## src/rtl/ff_share_arbiter.sv

```systemverilog
// ff_share_arbiter: round-robin owner of a single shared W-bit register among N requesters.
// Latency: request seen in IDLE is granted and its lane loaded into q at the same edge;
// ownership is held up to HOLD_CYC cycles, then at least one IDLE cycle precedes the next grant.
// Backpressure: non-owner requests are not queued; they must stay high until the arbiter returns to IDLE.
//
// Ports:
//   clk   - clock, all state on rising edge
//   rst   - synchronous active-low reset
//   req   - per-requester level request
//   wdata - N lanes of W bits, lane i at wdata[i*W +: W]
//   gnt   - registered one-hot grant (zero when no owner)
//   owner - index of current or most recent owner
//   busy  - high while an owner holds the register
//   q     - shared register contents
module ff_share_arbiter #(
  parameter int N        = 4,
  parameter int W        = 8,
  parameter int HOLD_CYC = 3
) (
  input  logic                 clk,
  input  logic                 rst,
  input  logic [N-1:0]         req,
  input  logic [N*W-1:0]       wdata,
  output logic [N-1:0]         gnt,
  output logic [$clog2(N)-1:0] owner,
  output logic                 busy,
  output logic [W-1:0]         q
);

  localparam int OW = $clog2(N);

  typedef enum logic {
    IDLE = 1'b0,
    HOLD = 1'b1
  } state_e;

  state_e        state_q, state_d;
  logic [W-1:0]  q_q, q_d;
  logic [N-1:0]  gnt_q, gnt_d;
  logic [OW-1:0] owner_q, owner_d;
  logic [OW-1:0] ptr_q, ptr_d;
  logic [3:0]    cnt_q, cnt_d;
  logic          busy_q, busy_d;

  logic          win_vld;
  logic [OW-1:0] win_idx;

  // Round-robin scan starting one past the last winner. Iterating i=1..N
  // ends on ptr itself, so the last winner is considered only when nobody
  // else is asking.
  always_comb begin
    int            idx;
    logic [OW-1:0] cand;
    win_vld = 1'b0;
    win_idx = '0;
    idx     = 0;
    cand    = '0;
    for (int i = 1; i <= N; i++) begin
      idx  = (int'(ptr_q) + i) % N;
      cand = OW'(idx);
      if (!win_vld && req[cand]) begin
        win_vld = 1'b1;
        win_idx = cand;
      end
    end
  end

  // State register and datapath registers; reset overrides every update.
  always_ff @(posedge clk) begin
    if (!rst) begin
      state_q <= IDLE;
      q_q     <= '0;
      gnt_q   <= '0;
      owner_q <= '0;
      ptr_q   <= OW'(N - 1);
      cnt_q   <= 4'd0;
      busy_q  <= 1'b0;
    end else begin
      state_q <= state_d;
      q_q     <= q_d;
      gnt_q   <= gnt_d;
      owner_q <= owner_d;
      ptr_q   <= ptr_d;
      cnt_q   <= cnt_d;
      busy_q  <= busy_d;
    end
  end

  // Next-state logic.
  always_comb begin
    state_d = state_q;
    q_d     = q_q;
    gnt_d   = gnt_q;
    owner_d = owner_q;
    ptr_d   = ptr_q;
    cnt_d   = cnt_q;
    busy_d  = busy_q;
    case (state_q)
      IDLE: begin
        if (win_vld) begin
          state_d        = HOLD;
          q_d            = wdata[win_idx*W +: W];
          gnt_d          = '0;
          gnt_d[win_idx] = 1'b1;
          owner_d        = win_idx;
          ptr_d          = win_idx;
          cnt_d          = 4'(HOLD_CYC - 1);
          busy_d         = 1'b1;
        end
      end
      HOLD: begin
        // Release and timeout share one exit; the edge that exits never
        // grants, which guarantees the idle gap between owners.
        if (!req[owner_q] || (cnt_q == 4'd0)) begin
          state_d = IDLE;
          gnt_d   = '0;
          busy_d  = 1'b0;
        end else begin
          cnt_d = cnt_q - 4'd1;
        end
      end
      default: state_d = IDLE;
    endcase
  end

  // Outputs come straight from registers.
  always_comb begin
    gnt   = gnt_q;
    owner = owner_q;
    busy  = busy_q;
    q     = q_q;
  end

endmodule

```

## config.mk

```make
export PLATFORM = sky130hd
export DESIGN_NAME = ff_share_arbiter
export DESIGN_NICKNAME = d
export VERILOG_FILES = /design/src/rtl/ff_share_arbiter.sv
export SDC_FILE = /design/constraint.sdc
export NUM_CORES = 1
export LEC_CHECK = 0
export CAP_MARGIN = 20
export CORE_ASPECT_RATIO = 1.4
export CORE_MARGIN = 2
export CORE_UTILIZATION = 35
export CTS_CLUSTER_DIAMETER = 100
export DETAILED_ROUTE_END_ITERATION = 7
export HOLD_SLACK_MARGIN = 0.08
export PLACE_DENSITY = 0.77
export SLEW_MARGIN = 20
export SYNTH_ARGS = -nofsm -noshare
export SYNTH_HDL_FRONTEND = slang
export SYNTH_SLANG_ARGS = --single-unit
```

## constraint.sdc

```tcl
create_clock -name clk -period 1.55 [get_ports clk]
set_input_delay 0.2325 -clock clk [delete_from_list [all_inputs] [get_ports clk]]
set_output_delay 0.2325 -clock clk [all_outputs]
set_load 0.02 [all_outputs]
```

==> results.txt, run 1 <==
* Number of synthesized register bits: 22
* Sequential element share of the synthesized area: 34.44%
- For this block, the routed nets add up to about 3700 um of wire.
- The worst-case IR drop observed on VDD is around 490 uV.
- The clock passes through at most 2 buffers.
- The first global-routing pass estimated between 5000 and 6000 um of wire.
* Total Nets Final: 251
- Timing analysis after detailed placement gives a worst setup slack of -0.5991 ns.
- Counting the buffers created by CTS gives 3.
- The worst setup path is captured at a register.
- DPL Wire Length: 2809 um
- sky130_fd_sc_hd__dfxtp_1 takes more of the synthesized area than any other cell.
- Summing all placed instances gives a cell area of 2091 um^2.
* Crit Reg-Reg Endpoint: q[1]
* Unrepaired setup endpoints after global routing: yes
- STA classifies the critical path startpoint as a register.
* Buffering stage count on the worst path with inverters included: 2
* Design Power: roughly 2.0 mW
- The first detailed-routing pass took 4 iterations.
- Total die area: 4160 um^2
- The number of global-route vias before repair was 1,355.
- Highest attainable clock frequency: around 610 MHz
- The worst hold path passes through 2 cells.
- Final estimated routing congestion in global placement: between 0.8 and 0.9
* Slew headroom: 77.69%
* P&R area growth vs syn: 78.08%
* Average cell area after synthesis: 9.614 um^2
- The startpoint identified for the worst register-to-register timing path is ptr_q[0].
- CTS H-tree depth: 1
- For hold timing, the worst endpoint is busy.
- CP required: between 1.5 and 2 ns
* Cells along the critical path: nand2b_4 -> buf_4 -> o21ai_4 -> a211oi_4 -> buf_12 -> mux2_4 -> o22ai_2
- The share of synthesized area in the top cell type comes to 34.44%.
* Number of fillers in the final layout: 295
- Number of placement rows: 26
- Type of the worst min-delay path: reg2reg
* Highest-delay cell along the critical path: sky130_fd_sc_hd__dfxtp_4
- The root buffer cell chosen for the clock tree is sky130_fd_sc_hd__clkbuf_8.
- For this design the top-level I/O count stands at 53.
- Final Util: a little under two thirds
* Layout cells sized above 1: 32.38%
- Dividing the detail-routed via count by the number of cells gives 5.321.
* Arrival time at the worst endpoint: between 1.5 and 2 ns
* Commonest register cell after synthesis: sky130_fd_sc_hd__dfxtp_1
- In this run the vertical extent of the chip is 75.52 um.
* Antenna Violating Nets Remaining: 0
* Horizontal die dimension: roughly 55 um
- Library cells used by synthesis: 39
- Sorting the synthesized cells by area gives the leading types as sky130_fd_sc_hd__dfxtp_1, sky130_fd_sc_hd__mux2i_1, sky130_fd_sc_hd__mux2_2, sky130_fd_sc_hd__o22ai_2, sky130_fd_sc_hd__nand2_1.
- Core box area: 3578 um^2
- The critical path in this run is classified as reg2reg.
- Count of maximum capacitance violations: 0
- Summing every instance area after synthesis gives ~1300 um^2.
* Kind of cell adding the most delay to the critical path: compound AO/OA/AOI/OAI gates
- The synthesized design contains 0 enable-type register cells.
* Residual overflow from global routing: 0
- The smallest clock period supported by the final layout is computed as 1.648 ns.
- The checks that failed: setup timing.
- Total number of clock tree sinks: 22
- TritonCTS built the clock tree.
* Final period utilization: 106.4%
- For this run, design rule violations remaining after detail routing come to 0.
- For the worst-skew pair, the clock arrives at the later sink with an insertion delay of 0.27 ns.
- Clock slew at the register clock pins of the worst setup and hold paths: 0.08 ns
- The number of antenna diodes in the final layout is 0.
* Endpoints failing setup: 8
- Violation count after the first detailed-route iteration: 30
* GRT Util Overall: a little under a fifth
- For this run, the slowest stage of the critical path takes 0.37 ns.
* Post-route cell area: 2277 um^2
* Largest net degree at the start of global routing: 14
- Counting cells, the worst reg-to-reg path comes to 7.
* Slew Viols, Final: 0
- In this run the power density over the cells is around 880 nW/um^2.
* Count of final hold-check violations: 0
- Worst reg2reg setup slack: -0.1 ns
- For the final database, setup skew stands at 0.003559 ns.
- For this run, the number of Yosys warnings is 0.
- For the pin with the worst max-slew slack, the measured transition is 0.3334 ns.
- Input and output buffers added on the ports amount to 52.
- Via count: 1,341
- For this design the static power due to leakage is 0.9265 nW.
- Synthesis produced a netlist with a net count of around 170.
- In the synthesized netlist, the number of instances is 133.
- The flow ran to the end, but the final reports show violations.
* Maximum fanout encountered on the critical timing path: 9
- Antenna violations before repair: 0
- The worst hold path begins at busy.
* Starting density of the core: 35.73%
- After clock tree synthesis, the flow added hold-fix buffers numbering 0.
* FFs w/ async S/R, synth: 0%
* Final critical-path setup slack: -0.09844 ns
- Wire per inst: around 15 um
cell type report:
type | count | area, um^2 | share of cell area, %
clock buffer | 4 | 66.31 | 2.912
inverter | 8 | 30.03 | 1.319
multi-input combinational | 96 | 883.3 | 38.79
sequential | 22 | 449.2 | 19.73
tap | 42 | 52.55 | 2.308
timing repair buffer | 80 | 795.8 | 34.95
power breakdown:
part,total (mW),internal [mW],switching (mW)
registers,0.674,0.629,0.0458
clock network,0.482,0.281,0.202
logic,0.856,0.510,0.347
metrics by stage:
| stage | TNS [ns] | std cells | hold WS (ns) |
|---|---|---|---|
| 4_1_cts | -1.021 | 252 | 0.4747 |
| 2_1_floorplan | -0.2321 | 133 | 0.3859 |
| 3_3_place_gp | -9.833 | 245 | 0.4468 |
| 5_1_grt | -1.177 | 252 | 0.5016 |
| 3_5_place_dp | -10.88 | 245 | 0.4614 |
| 6_report | -0.6362 | 252 | 0.4744 |
routing by layer:
layer / vias up / track usage [%] / wire (um)
met5: - / 0 / 0
met4: 0 / 6.775 / 46
met3: 6 / 2.941 / 223
met2: 51 / 34.26 / 2075
met1: 648 / 21.31 / 1370
li1: 636 / - / -
worst min-delay path, delay by kind of cell (launching register included):
kind | cells | cell delay [ns]
compound gates | 1 | 0.07
buf+inv | 1 | 0.05
flops | 1 | 0.32
worst max-delay path by stage:
stage,from,depth (start not counted),to
6_report,ptr_q[0],7,q[1]
5_1_grt,ptr_q[0],7,q[1]
4_1_cts,ptr_q[0],6,q[0]
3_5_place_dp,req[3],6,gnt[1]
3_3_place_gp,req[1],7,q[4]
2_1_floorplan,ptr_q[0],5,q[0]
synth_stat cells (all sizes together) (3+ instances only):
library cell / count
a21oi: 4
buf: 5
dfxtp: 22
inv: 8
mux2: 8
mux2i: 16
nand2: 13
nand3: 3
nor2: 6
nor2b: 3
o21ai: 6
o22ai: 9
flip-flops by register name (all words and copies together), names as in the netlist:
register	count
gnt	4
q	8
owner	2
state_q	1
cnt_q	4
ptr_q	2
busy	1
cell families (layout without fill, tap and decap cells):
group	Yosys count	after routing	synth area share [%]
buffers and inverters	15	92	5.577
DFF	22	22	34.44
AOI/OAI and AO/OA	33	33	21.82
and+or+nand+nor	35	35	13.60
xor gates and xnor gates	1	1	0.6851
muxes	25	25	21.92
adders and majority gates	2	2	1.957
cells in the final DEF, fill, tap and decap left out, drive strengths merged, types with 2 or more instances in the layout:
master	Yosys	layout
nand2	13	13
nor2b	3	3
o22ai	9	9
clkdlybuf4s50	0	47
dfxtp	22	22
nor2	6	6
mux2	8	8
nand2b	2	2
inv	8	8
o21ai	6	6
nand3	3	3
dlygate4sd2	0	3
a21o	2	2
buf	5	27
clkbuf	2	5
nor3	2	2
a211oi	2	2
mux2i	16	16
o311a	2	2
ha	2	2
a21boi	2	2
o32ai	2	2
a21oi	4	4
timing repair:
item | CTS | global route
cloned | 1 | 0
endpoints found under the setup margin | 23 | 13
pin swaps | 3 | 2
setup buffers | 2 | 0
resized for setup | 12 | 13
Power figures use the tool's default switching activity.
==> run 2, diff against run 1 <==
Settings changed: CELL_PAD_IN_SITES_DETAIL_PLACEMENT from default to 1, CELL_PAD_IN_SITES_GLOBAL_PLACEMENT from default to 2, CORE_MARGIN 2 to default, CORE_UTILIZATION 35 to 22, PLACE_DENSITY 0.77 to 0.82.
==> run 2 against run 1 <==
The run still ends with setup timing left. Maximum frequency is 1.8% lower. Clock skew is 0.0046 ns higher. Final cell count is 13% higher. Critical endpoint unchanged.
==> results.txt, run 2 (synthesized netlist as in run 1, its figures left out) <==
* Wire per inst: between 15 and 20 um
- IR Drop Worst-Case VDD: roughly 460 uV
- Core box area: 5565 um^2
- Final critical-path setup slack: -0.1278 ns
- For this configuration, the core starts out at a cell density of 22.98%.
- The repair_antennas step left the layout with diodes totalling 0.
* CTS H-tree depth: 1
* DRT Wirelength: approximately 4300 um
* Horizontal die dimension: 66.44 um
- The tool flagged a number of max-cap violations equal to 0.
- Final hold analysis gives a worst-case slack of between 0.4 and 0.5 ns.
- The flow ran to the end, but the final reports show violations.
- STA classifies the critical path endpoint as a register.
- STA puts the critical path data required time at 1.75 ns.
- The worst hold path belongs to the class reg2reg.
- Leaving out fill and tap cells, the most frequent cells in the layout are sky130_fd_sc_hd__clkdlybuf4s50_1, sky130_fd_sc_hd__buf_4, sky130_fd_sc_hd__dfxtp_1, sky130_fd_sc_hd__mux2i_1, sky130_fd_sc_hd__nand2_1.
* Via count of the first global-routing pass: about 1.4k
- In the global route stage, overall resource usage came out at about 14%.
* Number of placement rows: 32
- The number of antenna violations at the first check in global routing is 0.
- From bottom edge to top edge, the die measures 92.21 um.
- Layout Skew: just over 0.008 ns
* Largest net degree at the start of global routing: 14
- Unrepaired setup endpoints after global routing: yes
* Worst Hold Depth: 2
- Highest attainable clock frequency: 596.0 MHz
- Worst Hold Endpoint: gnt[1]
- CTS Hold Buffers Added: 0
- Power per unit of standard cell area: 868.1 nW/um^2
- For the worst setup path, the data arrival time is 1.88 ns.
* Fin crit period: 1.678 ns
- CTS placed an instance of sky130_fd_sc_hd__clkbuf_8 at the clock tree root.
- Before CTS, the worst setup slack after placement is -0.6925 ns.
* TritonCTS buffer count: 3
* Kind of launch point of the worst setup path: primary input
- For the pin with the worst max-slew slack, the measured transition is approximately 0.4 ns.
* Final period utilization: 108.2%
- The checks that failed: setup timing.
* Total Nets Final: 258
- DPL Wire Length: 3050 um
- The later pin in the worst-skew pair is clocked with a latency of 0.27 ns.
* Hold path startpoint: gnt[1]
- The longest clock path from root to sink contains 2 buffers.
* Total die area: 6126 um^2
- Number of I/O port buffers: between 50 and 60
* Maximum fanout encountered on the critical timing path: 5
- Cell leakage power: 0.9599 nW
* Number of flip-flops under the largest register name: 8
- Final Util: 42.40%
- Crit Reg-Reg Endpoint: q[1]
- TritonCTS built the clock tree.
* Clock slew at the register clock pins of the worst setup and hold paths: 0.09 ns
- In this run, the number of DRC markers left after iteration 0 of detailed routing was 35.
- Slew headroom: 73.36%
* Count of final hold-check violations: 0
- Layout cells sized above 1: a little over a third
- Relative to the synthesized area, the layout overhead comes to 84.54%.
- Critical register-to-register path startpoint: ptr_q[1]
- Post-placement cell area: 2121 um^2
- In the routed design, unresolved DRC markers number 0.
- After detailed routing, the number of vias per cell comes to 4.691.
- Critical path start-end classification: in2reg
* Global-route wire length before repair: roughly 6600 um
* Most common library cell in the layout ignoring fill and taps: sky130_fd_sc_hd__clkdlybuf4s50_1
- The first TritonRoute pass finished after 4 iterations.
- CTS saw 22 sinks.
* Slew Viols, Final: 0
- The final route contains 1,337 vias.
- The congestion estimate from routability-driven global placement came to slightly below 0.8.
* FF-to-FF path depth: 7
- Residual overflow from global routing: 0
* Worst reg2reg setup slack: -0.13 ns
- 53 I/O pins were placed.
- Summing all non-filler instances in the final layout gives an area of approximately 2400 um^2.
- Endpoints failing setup: 8
- Once detail routing completed, the nets flagged for antenna violations numbered 0.
run 2: changes by cell type in the layout (fill, tap and decap cells not counted), sizes merged:
cell           previous run  this run
buf                      27        33
clkbuf                    5         7
bufbuf                    1         0
clkdlybuf4s50            47        46
o311a                     2         3
run 2: how the worst max path moves through the flow:
stage / startpoint / end / slack (ns) / cells after the start
4_1_cts: ptr_q[0] / q[2] / -0.13 / 7
2_1_floorplan: ptr_q[0] / q[0] / -0.03 / 5
3_3_place_gp: req[0] / q[1] / -0.66 / 6
6_report: req[2] / q[1] / -0.13 / 9
3_5_place_dp: req[1] / q[2] / -0.69 / 7
5_1_grt: ptr_q[1] / q[2] / -0.19 / 7
run 2: report_power, final:
part	switching (mW)	internal [mW]	leakage [nW]	total (mW)
combinational	0.373	0.514	0.744	0.888
clock	0.205	0.280	0.0339	0.485
sequential	0.0470	0.629	0.182	0.676
total	0.625	1.42	0.960	2.05
run 2: critical path: stages:
cell	delay, ns
sky130_fd_sc_hd__dlygate4sd2_1	0.27
sky130_fd_sc_hd__buf_4	0.15
sky130_fd_sc_hd__nor2_1	0.30
sky130_fd_sc_hd__a311oi_4	0.07
sky130_fd_sc_hd__buf_6	0.16
sky130_fd_sc_hd__clkbuf_16	0.16
sky130_fd_sc_hd__mux2i_1	0.11
sky130_fd_sc_hd__mux2_4	0.27
sky130_fd_sc_hd__o22ai_2	0.15
run 2: layout make-up:
type | instances | area [um^2]
Multi-Input combinational cell | 97 | 913.4
Inverter | 8 | 30.03
Tap cell | 68 | 85.08
Fill cell | 623 | 3206
Clock buffer | 4 | 66.31
Sequential cell | 22 | 449.2
Timing Repair Buffer | 86 | 815.8
run 2: layer usage:
metal / global-route usage, % / part of all wire, % / up-vias
met1: 13.97 / 35 / 632
met4: 3.191 / 2.2 / 0
met5: 0 / 0 / -
met2: 28.32 / 59 / 43
met3: 2.736 / 4.3 / 8
li1: - / - / 654
run 2: stage by stage:
stage	total power, mW	std cells	setup TNS, ns
2_1_floorplan	1.099	133	-0.2321
3_3_place_gp	1.445	274	-12.21
3_5_place_dp	1.457	274	-12.41
4_1_cts	2.001	282	-0.9650
5_1_grt	2.152	285	-1.387
6_report	2.048	285	-0.8008
run 2: timing repair:
action	4_1_cts	5_1_grt
pin swaps	3	7
cloned	1	2
resized for setup	10	22
setup buffers	3	2
setup endpoints to repair	24	15
